==> config.mk <==
export PLATFORM = sky130hd
export DESIGN_NAME = capsense_scan
export DESIGN_NICKNAME = d
export VERILOG_FILES = /design/src/rtl/capsense_pkg.sv /design/src/rtl/capsense_scan_debounce.sv /design/src/rtl/capsense_scan.sv
export SDC_FILE = /design/constraint.sdc
export NUM_CORES = 1
export LEC_CHECK = 0
export CAP_MARGIN = 20
export CORE_ASPECT_RATIO = 0.6
export CORE_MARGIN = 2
export CORE_UTILIZATION = 55
export DETAILED_ROUTE_END_ITERATION = 8
export DONT_BUFFER_PORTS = 1
export GPL_TIMING_DRIVEN = 0
export MAX_ROUTING_LAYER = met4
export PLACE_DENSITY = 0.72
export SYNTH_ARGS = -nofsm -noshare
export SYNTH_HDL_FRONTEND = slang
export SYNTH_SLANG_ARGS = --single-unit
==> constraint.sdc <==
create_clock -name clk_i -period 7.6 [get_ports clk_i]
set_input_delay 1.14 -clock clk_i [delete_from_list [all_inputs] [get_ports clk_i]]
set_output_delay 1.14 -clock clk_i [all_outputs]
set_load 0.03 [all_outputs]
==> src/rtl/capsense_pkg.sv <==
`default_nettype none
// ---------------------------------------------------------------------------
// capsense_pkg : shared FSM encoding and sizing helpers for capsense_scan
// Revision 1.0
// ---------------------------------------------------------------------------
package capsense_pkg;

  typedef enum logic [2:0] {
    IDLE      = 3'd0,
    CAL_DISCH = 3'd1,
    DISCH     = 3'd2,
    CHARGE    = 3'd3,
    EVAL      = 3'd4
  } state_t;

  // Bits needed for a counter spanning 0..n-1 (never less than one bit).
  function automatic int width_of(input int n);
    return (n <= 2) ? 1 : $clog2(n);
  endfunction

  function automatic logic [63:0] all_ones(input int w);
    return (64'd1 << w) - 64'd1;
  endfunction

endpackage
`default_nettype wire

==> src/rtl/capsense_scan_debounce.sv <==
`default_nettype none
// ---------------------------------------------------------------------------
// capsense_scan_debounce : per-channel agreement counter with press/release pulses
// Revision 1.0
// ---------------------------------------------------------------------------
module capsense_scan_debounce
  import capsense_pkg::*;
#(
  parameter int DEB = 3
) (
  input  logic clk,
  input  logic rst,
  input  logic update,
  input  logic raw_touch,
  output logic button,
  output logic press_pulse,
  output logic release_pulse
);

  localparam int DEB_W = width_of(DEB + 1);
  localparam logic [DEB_W-1:0] DEB_LAST = DEB_W'(DEB - 1);

  logic [DEB_W-1:0] agree;

  always_ff @(posedge clk) begin
    if (rst) begin
      agree         <= '0;
      button        <= 1'b0;
      press_pulse   <= 1'b0;
      release_pulse <= 1'b0;
    end else begin
      press_pulse   <= 1'b0;
      release_pulse <= 1'b0;
      if (update) begin
        if (raw_touch == button) begin
          agree <= '0;
        end else if (agree == DEB_LAST) begin
          // DEB-th consecutive disagreement: flip and announce the edge
          agree         <= '0;
          button        <= ~button;
          press_pulse   <= raw_touch;
          release_pulse <= ~raw_touch;
        end else begin
          agree <= agree + 1'b1;
        end
      end
    end
  end

endmodule
`default_nettype wire

==> src/rtl/capsense_scan.sv <==
`default_nettype none
// ---------------------------------------------------------------------------
// capsense_scan : multi-channel capacitive-touch scanner with calibration and debounce
// Optional baseline drift tracking is enabled by defining CAPSENSE_TRACK_EN. Revision 1.0
// ---------------------------------------------------------------------------
module capsense_scan
  import capsense_pkg::*;
#(
  parameter int N           = 4,
  parameter int CNT_W       = 8,
  parameter int SAMP_DIV    = 16,
  parameter int POLL_W      = 12,
  parameter int DISCH_TICKS = 4,
  parameter int THRESH      = 8,
  parameter int DEB         = 3
) (
  input  logic               clk_i,
  input  logic               rst_i,
  input  logic [N-1:0]       capsense_i,
  output logic               capsense_oe,
  output logic [N-1:0]       buttons_o,
  output logic [N-1:0]       press_o,
  output logic [N-1:0]       release_o,
  output logic               scan_done_o,
  output logic               cal_done_o,
  output logic [N*CNT_W-1:0] count_o
);

  localparam int DIV_W   = width_of(SAMP_DIV);
  localparam int DISCH_W = width_of(DISCH_TICKS);
  localparam logic [DIV_W-1:0]   DIV_LAST   = DIV_W'(SAMP_DIV - 1);
  localparam logic [DISCH_W-1:0] DISCH_LAST = DISCH_W'(DISCH_TICKS - 1);
  localparam logic [CNT_W-1:0]   CNT_MAX    = CNT_W'(all_ones(CNT_W));
  localparam logic [CNT_W:0]     THR        = (CNT_W + 1)'(THRESH);

  state_t             state;
  state_t             state_next;
  logic [DIV_W-1:0]   div_cnt;
  logic [POLL_W-1:0]  poll_cnt;
  logic [DISCH_W-1:0] disch_cnt;
  logic               tick;
  logic               scan_start;
  logic               disch_state;
  logic               all_done;
  logic               deb_update;
  logic [CNT_W-1:0]   cnt  [N];
  logic [CNT_W-1:0]   base [N];
  logic [N-1:0]       stopped;
  logic [N-1:0]       raw_touch;

  assign tick        = (div_cnt == '0);
  assign scan_start  = tick && (poll_cnt == '0);
  assign disch_state = (state == DISCH) || (state == CAL_DISCH);
  assign deb_update  = (state == EVAL) && cal_done_o;

  always_ff @(posedge clk_i) begin
    if (rst_i) begin
      div_cnt  <= '0;
      poll_cnt <= '0;
    end else begin
      div_cnt <= (div_cnt == DIV_LAST) ? '0 : div_cnt + 1'b1;
      if (tick) poll_cnt <= poll_cnt + 1'b1;
    end
  end

  always_ff @(posedge clk_i) begin
    if (rst_i) begin
      disch_cnt <= '0;
    end else if (disch_state) begin
      if (tick) disch_cnt <= (disch_cnt == DISCH_LAST) ? '0 : disch_cnt + 1'b1;
    end else begin
      disch_cnt <= '0;
    end
  end

  // State register
  always_ff @(posedge clk_i) begin
    if (rst_i) state <= CAL_DISCH;
    else       state <= state_next;
  end

  always_comb begin
    all_done = 1'b1;
    for (int i = 0; i < N; i++) begin
      if (!stopped[i] && (cnt[i] != CNT_MAX)) all_done = 1'b0;
    end
  end

  // Next-state logic
  always_comb begin
    state_next = state;
    case (state)
      IDLE:            if (scan_start) state_next = DISCH;
      CAL_DISCH,
      DISCH:           if (tick && (disch_cnt == DISCH_LAST)) state_next = CHARGE;
      CHARGE:          if (all_done) state_next = EVAL;
      EVAL:            state_next = IDLE;
      default:         state_next = IDLE;
    endcase
  end

  // Output decode
  always_comb begin
    capsense_oe = 1'b1;
    scan_done_o = 1'b0;
    case (state)
      CHARGE:  capsense_oe = 1'b0;
      EVAL:    scan_done_o = 1'b1;
      default: ;
    endcase
  end

  // Charge-time counters; a channel freezes once its pad reads high
  always_ff @(posedge clk_i) begin
    if (rst_i) begin
      stopped <= '0;
      for (int i = 0; i < N; i++) cnt[i] <= '0;
    end else if (state == EVAL) begin
      stopped <= '0;
      for (int i = 0; i < N; i++) cnt[i] <= '0;
    end else if ((state == CHARGE) && tick) begin
      for (int i = 0; i < N; i++) begin
        if (!stopped[i]) begin
          if (capsense_i[i])          stopped[i] <= 1'b1;
          else if (cnt[i] != CNT_MAX) cnt[i]     <= cnt[i] + 1'b1;
        end
      end
    end
  end

  // Extra MSB keeps baseline+THRESH from wrapping into a false touch
  always_comb begin
    raw_touch = '0;
    for (int i = 0; i < N; i++) begin
      raw_touch[i] = (cnt[i] == CNT_MAX) || ({1'b0, cnt[i]} >= ({1'b0, base[i]} + THR));
    end
  end

  always_ff @(posedge clk_i) begin
    if (rst_i) begin
      cal_done_o <= 1'b0;
      count_o    <= '0;
      for (int i = 0; i < N; i++) base[i] <= '0;
    end else if (state == EVAL) begin
      cal_done_o <= 1'b1;
      for (int i = 0; i < N; i++) begin
        count_o[i*CNT_W +: CNT_W] <= cnt[i];
        if (!cal_done_o) begin
          base[i] <= cnt[i];
        end
`ifdef CAPSENSE_TRACK_EN
        else if (!buttons_o[i] && !raw_touch[i]) begin
          if (cnt[i] > base[i])      base[i] <= base[i] + 1'b1;
          else if (cnt[i] < base[i]) base[i] <= base[i] - 1'b1;
        end
`endif
      end
    end
  end

  generate
    for (genvar g = 0; g < N; g++) begin : g_deb
      capsense_scan_debounce #(
        .DEB (DEB)
      ) u_deb (
        .clk           (clk_i),
        .rst           (rst_i),
        .update        (deb_update),
        .raw_touch     (raw_touch[g]),
        .button        (buttons_o[g]),
        .press_pulse   (press_o[g]),
        .release_pulse (release_o[g])
      );
    end
  endgenerate

endmodule
`default_nettype wire

# After elaboration in Yosys (flattened, before gate mapping)
# Memory sizes are Yosys's and may differ from the RTL's.
# Index checks and enable logic that the tools add are counted.
[totals]
register_bits = 78
mem_count = 2
ramBits = 64
wordCells = 207
[op_classes]
n_reduce_logical = 33
n_bitwise = 30
order_cmp = 4
n_addsub = 15
mux = 75
n_eq_ne = 25
[mem_list]
columns = ["name", "words", "word_bits", "read_ports", "rd_ports_with_merged_regs", "wr", "line_no", "rtl"]
rows = [
  ["base", 4, 8, 4, 0, 4, "capsense_scan.sv:47", "logic [CNT_W-1:0] base [N];"],
  ["cnt", 4, 8, 4, 0, 4, "capsense_scan.sv:46", "logic [CNT_W-1:0] cnt [N];"],
]
[op_table]
columns = ["cell", "n"]
rows = [
  ["$mux W8", 12],
  ["$mux W1", 50],
  ["$add A8 B4 Y9 const B", 4],
  ["$ge A8 B9 Y1", 4],
  ["$add A8 B1 Y8 const B", 4],
  ["$eq A8 B8 Y1 const B", 4],
  ["$ne A8 B8 Y1 const B", 4],
  ["$mux W2", 9],
  ["$not A1 Y1", 18],
  ["$reduce_or A4 Y1", 4],
  ["$reduce_and A3 Y1", 5],
  ["$add A12 B1 Y12 const B", 1],
  ["$logic_not A12 Y1", 1],
  ["$or A1 B1 Y1", 12],
  ["$add A2 B1 Y2 const B", 5],
  ["$eq A2 B2 Y1 const B", 5],
  ["$mux W3", 3],
  ["$pmux W3 S3", 1],
  ["$logic_and A1 B1 Y1", 8],
  ["$reduce_or A2 Y1", 4],
  ["$eq A3 B2 Y1 const B", 2],
  ["$ne A2 B2 Y1 const B", 3],
  ["$logic_or A1 B1 Y1", 5],
  ["$add A4 B1 Y4 const B", 1],
  ["other kinds (7)", 13],
]

# Longest topological paths before layout
# Gate-level depths: netlist of run 1.
[logic_depth]
ltp_word = 9
ltp_mapped = 9
depth_no_buf = 9

# Modules after synthesis
# Synthesis of run 1 repeated with hierarchy kept, for this count alone.
[hier_totals]
cells_unflattened = 698
hier_area_um2 = 6810.3
[by_module_without_submodules]
columns = ["mod", "area_per_inst_um2", "cells_each", "n_inst", "seq_area_each_um2"]
rows = [
  ["capsense_scan", 6009.5, 626, 1, 3002.9],
  ["capsense_scan_debounce", 200.2, 18, 4, 100.1],
]

# Least setup slack after synthesis of run 1
# No wires, ideal clock.
[synth_path]
path_kind = "reg-to-reg"
startpoint = "register state[1]"
endpoint = "memory base[0][0] (enable)"
setup_ns = 0.466
synth_period_minus_slack_ns = 3.723
arrival_time_ns = 3.257
path_buffers = 2
t_required_ns = 7.134
path_slack_ns = 3.877
path_stages_with_launch = 6
path_cell_list = "dfxtp_1 > nor2_1 > nand2_1 > clkbuf_1 > buf_1 > o21ai_0"
[synth_rtl]
columns = ["element", "line_no", "rtl"]
rows = [
  ["start, declared", "capsense_scan.sv:36", "state_t state;"],
  ["start signal, assigned", "capsense_scan.sv:79", "else state <= state_next;"],
  ["end, declared", "capsense_scan.sv:47", ""],
]

# Final worst setup path of run 1
[layout_path]
startpoint = "register state[1]"
endpoint = "output scan_done_o"
[layout_via]
elab_chain_cells = 2
[layout_rtl]
columns = ["element", "line_no", "rtl"]
rows = [
  ["$eq A3 B3 Y1", "capsense_scan.sv:106", "case (state)"],
  ["$mux W1", "capsense_scan.sv:106", ""],
  ["end, declared", "capsense_scan.sv:24", "output logic scan_done_o,"],
]
# Every way passes these cells.

==> results of run 1 <==
[power groups by stage]
stage	Combinational, µW	Sequential [µW]	Clock [µW]
after floorplan	123	866	0
after global placement	151	876	0
after detailed placement	161	878	0
after CTS	163	862	903
after global routing	183	867	933
final	165	863	896
[how the worst min path moves through the flow]
stage / startpoint / endpoint / slack (ns) / cells after the start
after floorplan: stopped[1] / stopped[1] / 0.45 / 1
after global placement: stopped[2] / stopped[2] / 0.46 / 1
after detailed placement: stopped[1] / stopped[1] / 0.47 / 1
after CTS: stopped[1] / stopped[1] / 0.49 / 1
after global routing: stopped[1] / stopped[1] / 0.50 / 1
final: stopped[1] / stopped[1] / 0.49 / 1
[layout by cell type (no fill, tap or decap), drive strengths merged, types with 3 or more instances in the layout]
| cell | instances |
|---|---|
| o211ai | 3 |
| clkinv | 3 |
| inv | 30 |
| nor4b | 5 |
| dfxtp | 86 |
| nand3b | 5 |
| and4b | 4 |
| nor2b | 6 |
| nand2 | 108 |
| nor3 | 9 |
| or2 | 3 |
| o21ai | 11 |
| and3 | 10 |
| nand4 | 10 |
| nand2b | 4 |
| and4 | 7 |
| nor2 | 66 |
| or4 | 3 |
| a41oi | 3 |
| edfxtp | 56 |
| mux2i | 5 |
| a22o | 4 |
| buf | 20 |
| a211oi | 3 |
| nand3 | 48 |
| and2 | 33 |
| a21oi | 49 |
| clkbuf | 43 |
| xnor2 | 12 |
| nor4 | 10 |
| o21a | 3 |
| ha | 45 |
| xor2 | 37 |
[final cells by class]
type,instances,area share
well taps,165,0.02636
plain buffers,35,0.02268
clock inverters,6,0.007827
clock buffers,26,0.07476
multi-input cells,525,0.4173
repair buffers,2,0.003195
flip-flops and latches,142,0.4345
inverters,28,0.01342
[routing by layer]
metal / share of wire / global-route usage / up-vias / wire length [µm]
li1: - / - / 2590 / -
met1: 0.49 / 0.3532 / 2593 / 7834
met2: 0.44 / 0.3644 / 160 / 7035
met3: 0.057 / 0.05930 / 25 / 907
met4: 0.014 / 0.08730 / 0 / 229
met5: 0 / - / - / 0
[logic make-up (layout without fill, tap and decap cells)]
kind of cell | after synthesis | in the layout
and+or+nand+nor | 337 | 337
xor gates and xnor gates | 49 | 49
muxes | 5 | 5
adders and majority gates | 45 | 45
DFF | 142 | 142
buffers and inverters | 63 | 97
AOI/OAI and AO/OA | 89 | 89
[critical path: stages (launching register included)]
cell,delay (ns)
dfxtp_1,0.37
nor2_1,0.13
nand2_1,0.13
inv_2,0.12
clkbuf_1,0.58
[flip-flops by register name, indices dropped and copies added, names as in the netlist, 8 cells and up]
register,count
base,32
poll_cnt,12
count_o,32
g_deb.u_deb.agree,8
cnt,32
[per-stage QoR]
step	setup WS, ns	util	instances
after floorplan	3.877	-	730
after global placement	2.461	0.5870	895
after detailed placement	4.739	0.5900	897
after CTS	4.700	0.6431	929
after global routing	4.628	0.6431	929
final	4.712	0.6431	929
==> impl_results.md, run 1 <==
- Initial antenna violation count: 0
- Final hold violations: 0
- Ant. Diodes: 0
- Setup crit start: state[1]
- Die height: 91.03 µm
- Pwr dens: 245.7 mW/mm²
- Die W: 149.1 µm
- Fin crit share: 0.3800
- Synth Area in Adders: 0.08110
- Global-route wire length before repair: 25,940 µm
- CP Class: flop to output pin
- CP Launch Type: flop
- Initial Util: 0.5701
- Actual slew at the worst max-slew pin: 0.8411 ns
- Most instantiated library cell after synthesis: nand2_1
- DRT iter0 DRCs: 496
- Register Area: 0.003403 mm²
- Placed instance area: 0.007186 mm²
- Max Cap Viol: 0
- Top-area cell type share of the netlist area: 0.2480
- Hold-fix buffers, CTS: 0
- Num ports: 53
- Total CTS buffers: 17
- Nets: 802
- Sw Pwr: 474.1 µW
- GP Congestion: 0.8847
- Clock transition at path regs: 0.06 ns
- Post-Synth Simple-Gate Area: 0.2426
- Slew HR: 0.4372
- Crit path arrival time: 1.75 ns
- RSZ-0062 raised after global routing: no
- Post-synthesis compound-gate area fraction: 0.07641
- Die area: 0.01357 mm²
- FF-to-FF End: cnt[0][3]
- Post-cts resize count: 0
- Hold WC Path Type: flop to flop
- Post-synthesis mux area share: 0.007209
- Vias in the first global route: 5,141
- Switch share: 0.2464
- Status: complete, no violations
- Layout Skew: 0.008828 ns
- Design Area, Final: 0.007833 mm²
- #FFs+latches synth: 142
- Count of pins over their slew limit: 0
- Clk Latency, worst-skew pair: 0.42 ns
- Synth-to-layout area growth: 12.81%
- TNS Setup: 0 ns
- Multi-input gate area in the final layout: 0.003268 mm²
- Seq/Total Area, Yosys: 0.4902
- Drt wl/cell: 17.23 µm
- Post-Synthesis Cell Area: 0.006943 mm²
- Hold_ws: 0.4879 ns
- Fmax achieved: 346.3 MHz
- H-tree depth: 4
- Cell count after synthesis: 730
- Int Pwr: 1450 µW
- FILL cells: 987
- Longest Clk Path Bufs: 2
- Comb power frac: 0.086
- Tmin final: 2.888 ns
- Maximum vdd ir drop: 156.7 µV
- Post-synth top cells: nand2_1, dfxtp_1, nor2_1
- CP Max Fanout: 10
- Worst Reg-to-Reg Cells: 7
- Critical path capture point: scan_done_o
- Area contributors post-synth: dfxtp_1, edfxtp_1, ha_1
- Vias per cell: 5.778
- Reg power frac: 0.449
- Clock network power share: 0.466
- Antenna viol nets, final: 0
- R2R Setup Slk: 4.91 ns
- Largest net degree at the start of global routing: 26
- Post-CTS setup-driven buffer insertion count: 0
- Layout cells sized above 1: 0.06806
- Overflow after GRT: 0
- Hpwl dp: 11,290 µm
- Worst Path Required: 6.46 ns
- CTS root buf: clkbuf_16
- Ys Warns: 0
- TritonCTS clock tree: done
- Port bufs: 0
- Top_reg_cell synth: dfxtp_1
- Reg-to-Reg Start: div_cnt[0]
- Drt drc: 0
- Post-synth ARST share: 0
- Row count: 31
- Total track usage: 0.2538
- Vias: 5,368
- Main combinational cell family by area after synthesis: simple AND/OR/NAND/NOR gates
- Total Power: 1924 µW
- Worst setup EP type: output pin
- Post-synth net total: 781
- Avg Inst Size Synth: 9.511 µm²
- # setup viols final: 0
- Core Box Area: 0.01218 mm²
- Post-Synth XOR/XNOR Area: 0.06181
- Static Leak: 0.003026 µW
- Largest area contributor in the netlist: dfxtp_1
- Yosys cell types: 50
- Routed WL: 16,010 µm
- 1st-pass router iterations: 5
- Num Clock Sinks: 142
- EDFF count, synth: 56
(Power assumes the default switching activity.)
==> run 2, diff against run 1 <==
Settings changed: PLACE_DENSITY 0.72 to 0.75.
Clock period 7.6 ns to 2.4 ns, I/O delays scaled along.
==> impl_results.md, run 2 (same netlist as run 1, synthesis figures left out) <==
- Status: complete, no violations (unchanged)
- Total Power: 5877 µW (was 1924 µW)
- Fmax achieved: 422.6 MHz
- Met1 Use GR: 0.3372 (was 0.3532)
- Hold_ws: 0.07276 ns (was 0.4879 ns)
- Initial antenna violation count: 0 (unchanged)
- Sw Pwr: 1454 µW (was 474.1 µW)
- Count of pins over their slew limit: 0 (unchanged)
- Port bufs: 0 (unchanged)
- Critical-path cell list: ha_2, inv_1, ha_1, and4_1, nand2_1, o22ai_1, o21a_2, or4_1, nand3_1 (was nor2_1, nand2_1, inv_2, clkbuf_1)
- Clock transition at path regs: 0.06 ns (about the same)
- RSZ-0062 raised after global routing: yes (was no)
- # setup viols final: 0 (unchanged)
- Comb power frac: 0.104 (was 0.086)
- Fin crit share: 0.9859
- Met2 GRT Util: 0.4140 (was 0.3644)
- Die height: 91.03 µm (unchanged)
- CP Launch Type: flop (unchanged)
- Commonest cells after routing, fill and taps aside: nand2_1, dfxtp_1, nor2_1 (unchanged)
- Die W: 149.1 µm (unchanged)
- Worst Path Required: 2.75 ns (was 6.46 ns)
- Post-layout util: 0.6543 (was 0.6431)
- Num ports: 53 (unchanged)
- Vias: 5,560 (was 5,368)
- Drt drc: 0 (unchanged)
- Synth-to-layout area growth: 14.78% (was 12.81%)
- Clk Latency, worst-skew pair: 0.41 ns (was 0.42 ns)
- Vias per cell: 5.871 (was 5.778)
- CTS root buf: clkbuf_16 (unchanged)
- Hpwl dp: 11,810 µm (was 11,290 µm)
- Row count: 31 (unchanged)
- CP Class: flop to flop (was flop to output pin)
- Maximum vdd ir drop: 485.2 µV (was 156.7 µV)
- Core Box Area: 0.01218 mm² (unchanged)
- 1st-pass router iterations: 5 (unchanged)
- Max Cap Viol: 0 (unchanged)
- Actual slew at the worst max-slew pin: 1.238 ns (was 0.8411 ns)
- Met3 Use GR: 0.05327 (was 0.05930)
- FILL cells: 943 (was 987)
- CP Max Fanout: 4 (was 10)
- Clock network power share: 0.432 (was 0.466)
- Largest net degree at the start of global routing: 23 (was 26)
- Multi-input gate area in the final layout: 0.003332 mm² (was 0.003268 mm²)
- Slowest CP cell: or4_1 (was clkbuf_1)
- DRT iter0 DRCs: 486 (was 496)
- Vias in the first global route: 5,389 (was 5,141)
- GP Congestion: 0.8894 (was 0.8847)
- Register Area: 0.003403 mm² (unchanged)
- Switch share: 0.2474 (was 0.2464)
- Tmin final: 2.366 ns
- Layout Skew: 0.005527 ns (was 0.008828 ns)
- Longest Clk Path Bufs: 2 (unchanged)
- Overflow after GRT: 0 (unchanged)
- H-tree depth: 4 (unchanged)
- Static Leak: 0.003088 µW (was 0.003026 µW)
- Most common cell after layout, fill and taps aside: nand2_1 (unchanged)
- Reg power frac: 0.464 (was 0.449)
- Nets: 820 (was 802)
- TNS Setup: 0 ns (unchanged)
- CP peak stage delay: 0.54 ns (was 0.58 ns)
- Antenna viol nets, final: 0 (unchanged)
- Num Clock Sinks: 142 (unchanged)
- Initial Util: 0.5701 (unchanged)
- Pwr dens: 737.5 mW/mm² (was 245.7 mW/mm²)
- Drt wl/cell: 17.85 µm (was 17.23 µm)
- Total CTS buffers: 17 (unchanged)
- Crit path arrival time: 2.72 ns (was 1.75 ns)
- Ant. Diodes: 0 (unchanged)
- Worst setup EP type: flop (was output pin)
- Slew HR: 0.1717 (was 0.4372)
- Min setup slack post-route: 0.03388 ns (was 4.712 ns)
- Hold WC Path Type: primary input to flop (was flop to flop)
- Top Registers: base: 32 flops, cnt: 32 flops, count_o: 32 flops (unchanged)
- GR peak layer: met2 (unchanged)
- Final hold violations: 0 (unchanged)
- Layout cells sized above 1: 0.09974 (was 0.06806)
- Global-route wire length before repair: 26,860 µm (was 25,940 µm)
- Total track usage: 0.2597 (was 0.2538)
- Int Pwr: 4423 µW (was 1450 µW)
- Routed WL: 16,910 µm (was 16,010 µm)
- Place WS: -0.2332 ns (was 4.739 ns)
- TritonCTS clock tree: done (unchanged)
- Die area: 0.01357 mm² (unchanged)
[run 2: per-layer routing]
metal	vias to the layer above	routed length [µm]
li1	2636	-
met3	31	990
met2	176	7997
met1	2717	7602
met4	0	316
met5	-	0
[run 2: what timing repair did]
item                       CTS  global route
setup endpoints to repair   51            32
pin swaps                    3             7
hold buffers                 0             0
gates cloned                 0             0
gates resized for setup     10             9
setup buffers                4            14
[run 2: final cells by class]
class | instances | area share
well taps | 165 | 0.02591
clock buffers | 24 | 0.05919
repair buffers | 20 | 0.02261
multi-input cells | 525 | 0.4181
flip-flops and latches | 142 | 0.4271
inverters | 28 | 0.01319
plain buffers | 35 | 0.02277
clock inverters | 8 | 0.01115
[run 2: metrics by stage]
| step | cell area, µm² | cells |
|---|---|---|
| finish | 7969 | 947 |
| global route | 7969 | 947 |
| global placement | 7153 | 895 |
| detailed placement | 7188 | 896 |
| CTS | 7819 | 932 |
| floorplan | 6947 | 730 |
[run 2: worst max-delay path, delay by kind of cell, from the launching register on]
family / cells / cell delay [ns]
AO/OA/AOI/OAI: 2 / 0.34
adder cells (fa/ha/maj): 2 / 0.61
buffers and inverters: 1 / 0.03
flip-flops: 1 / 0.42
AND/OR/NAND/NOR: 4 / 0.91
[run 2: power groups by stage]
stage                     logic (µW)  registers, µW  clock network, µW
after global routing             672           2740               2660
after global placement           476           2770                  0
after CTS                        556           2730               2540
after detailed placement         525           2780                  0
final                            611           2730               2540
after floorplan                  390           2740                  0
[run 2: final timing paths]
check,startpoint,end,slack [ns],cells after the start
worst max-delay path,base[0][3],g_deb[0].u_deb.agree[1],0.03,9
worst max register to register,base[0][3],g_deb[0].u_deb.agree[1],0.03,9
worst min register to register,stopped[3],stopped[3],0.49,1
worst min-delay path,capsense_i[3],stopped[3],0.07,1
==> run 3, diff against run 2 <==
Settings changed: PLACE_DENSITY 0.75 to 0.72.
Clock period 2.4 ns to 2.55 ns, I/O delays scaled along.
==> impl_results.md, run 3 (same netlist as run 1, synthesis figures left out) <==
- Overflow after GRT: 0 (unchanged)
- Hold WC Path Type: primary input to flop (unchanged)
- Total length of routed met2 wires: 7271 µm (was 7997 µm)
- CP Launch Type: flop (unchanged)
- Core Box Area: 0.01218 mm² (unchanged)
- # setup viols final: 0 (unchanged)
- Pwr dens: 712.7 mW/mm² (was 737.5 mW/mm²)
- CP delay by family, top: simple AND/OR/NAND/NOR gates (unchanged)
- CP peak stage delay: 0.52 ns (was 0.54 ns)
- Clk Latency, worst-skew pair: 0.42 ns (was 0.41 ns)
- TritonCTS clock tree: done (unchanged)
- Status: complete, no violations (unchanged)
- Hpwl dp: 11,390 µm (was 11,810 µm)
- Final hold violations: 0 (unchanged)
- Synth-to-layout area growth: 12.96% (was 14.78%)
- Ant. Diodes: 0 (unchanged)
- Slowest CP cell: or4_1 (unchanged)
- Metal-1 WL: 7656 µm (was 7602 µm)
- Crit path arrival time: 2.79 ns (was 2.72 ns)
- TNS Setup: 0 ns (unchanged)
- Vias: 5,413 (was 5,560)
- Layout cells sized above 1: 0.07943 (was 0.09974)
- Layout Skew: 0.009715 ns (was 0.005527 ns)
- Multi-input gate area in the final layout: 0.003289 mm² (was 0.003332 mm²)
- CTS root buf: clkbuf_16 (unchanged)
- Tmin final: 2.430 ns (was 2.366 ns)
- Nets: 806 (was 820)
- Port bufs: 0 (unchanged)
- Fin crit share: 0.9528 (was 0.9859)
- CP Class: flop to flop (unchanged)
- Count of pins over their slew limit: 0 (unchanged)
- DR top layer: met4 (unchanged)
- Drt drc: 0 (unchanged)
- 1st-pass router iterations: 5 (unchanged)
- Total Power: 5589 µW (was 5877 µW)
- Buf/Inv on CP: 0 (was 1)
- Top cell by count, worst path: ha_1
- Slew HR: 0.3826 (was 0.1717)
- Drt wl/cell: 17.18 µm (was 17.85 µm)
- Global-route wire length before repair: 26,180 µm (was 26,860 µm)
- Row count: 31 (unchanged)
- Total track usage: 0.2534 (was 0.2597)
- Num Clock Sinks: 142 (unchanged)
- CP Max Fanout: 7 (was 4)
- Register Area: 0.003403 mm² (unchanged)
- Post-layout util: 0.6439 (was 0.6543)
- Critical-path cell list: ha_1, xnor2_1, ha_1, and4_1, nand2_1, o22ai_1, o21a_2, or4_1, nand3_1 (was ha_2, inv_1, ha_1, and4_1, nand2_1, o22ai_1, o21a_2, or4_1, nand3_1)
- DRT iter0 DRCs: 485 (was 486)
- Static Leak: 0.003024 µW (was 0.003088 µW)
- Vias per cell: 5.802 (was 5.871)
- Total CTS buffers: 17 (unchanged)
- Initial antenna violation count: 0 (unchanged)
- Initial Util: 0.5701 (unchanged)
- Worst Path Required: 2.91 ns (was 2.75 ns)
- Placed insts: 896 (unchanged)
- Vias in the first global route: 5,259 (was 5,389)
- Most common cell after layout, fill and taps aside: nand2_1 (unchanged)
- Max Cap Viol: 0 (unchanged)
- Non-filler instance count after layout: 933 (was 947)
- H-tree depth: 4 (unchanged)
- Top Registers: base: 32 flops, cnt: 32 flops, count_o: 32 flops (unchanged)
- Met3 Routed Length: 943 µm (was 990 µm)
- Fmax achieved: 411.6 MHz (was 422.6 MHz)
- Hold_ws: 0.1009 ns (was 0.07276 ns)
- Longest Clk Path Bufs: 2 (unchanged)
- Worst setup EP type: flop (unchanged)
- Actual slew at the worst max-slew pin: 0.9226 ns (was 1.238 ns)
- Commonest cells after routing, fill and taps aside: nand2_1, dfxtp_1, nor2_1 (unchanged)
- Die W: 149.1 µm (unchanged)
- Die area: 0.01357 mm² (unchanged)
- Largest net degree at the start of global routing: 26 (was 23)
- Num ports: 53 (unchanged)
- Maximum vdd ir drop: 520.5 µV (was 485.2 µV)
- Routed WL: 16,030 µm (was 16,910 µm)
- Antenna viol nets, final: 0 (unchanged)
- Clock transition at path regs: 0.06 ns (about the same)
- Die height: 91.03 µm (unchanged)
- RSZ-0062 raised after global routing: no (was yes)
- FILL cells: 973 (was 943)
- GP Congestion: 0.8947 (was 0.8894)
[run 3: report_power, final]
group / total, µW / internal [µW] / leakage (µW) / switching, µW
clock: 2500 / 1590 / 0.000298 / 910
combinational: 512 / 190 / 0.00145 / 321
sequential: 2580 / 2450 / 0.00127 / 124
total: 5590 / 4230 / 0.00302 / 1360
[run 3: final timing paths]
path,start,end,slack [ns],cells past startpoint
worst max-delay path,base[3][3],g_deb[3].u_deb.agree[1],0.12,9
worst min-delay path,capsense_i[1],stopped[1],0.10,1
worst max register to register,base[3][3],g_deb[3].u_deb.agree[1],0.12,9
worst min register to register,stopped[1],stopped[1],0.48,1
[run 3: layout make-up]
| class | count | share of cell area |
|---|---|---|
| Timing Repair Buffer | 6 | 0.007020 |
| Inverter | 28 | 0.01340 |
| Buffer | 35 | 0.02281 |
| Clock inverter | 3 | 0.005265 |
| Tap cell | 165 | 0.02632 |
| Clock buffer | 29 | 0.07179 |
| Multi-Input combinational cell | 525 | 0.4194 |
| Sequential cell | 142 | 0.4339 |
[run 3: metal layers]
| metal | up-vias | GRT usage |
|---|---|---|
| li1 | 2600 | - |
| met1 | 2638 | 0.3364 |
| met2 | 151 | 0.3848 |
| met3 | 24 | 0.06834 |
| met4 | 0 | 0.06905 |
| met5 | - | - |
[run 3: timing repair]
action	4_1_cts	5_1_grt
buffers inserted	2	2
endpoints found under the setup margin	24	37
endpoints found under the hold margin	0	0
resized for setup	3	5
hold buffers	0	0
pin swaps	2	1
[run 3: worst register-to-register path: stages, from the launching register on]
cell      delay (ns)
edfxtp_1        0.44
ha_1            0.26
xnor2_1         0.14
ha_1            0.33
and4_1          0.19
nand2_1         0.06
o22ai_1         0.06
o21a_2          0.28
or4_1           0.52
nand3_1         0.10
[run 3: per-stage QoR]
stage / setup slack (ns) / area [µm²]
2_1_floorplan: 0.2991 / 6947
3_3_place_gp: -0.4265 / 7153
3_5_place_dp: -0.09627 / 7181
4_1_cts: 0.01102 / 7807
5_1_grt: 0.03117 / 7843
6_report: 0.1204 / 7843
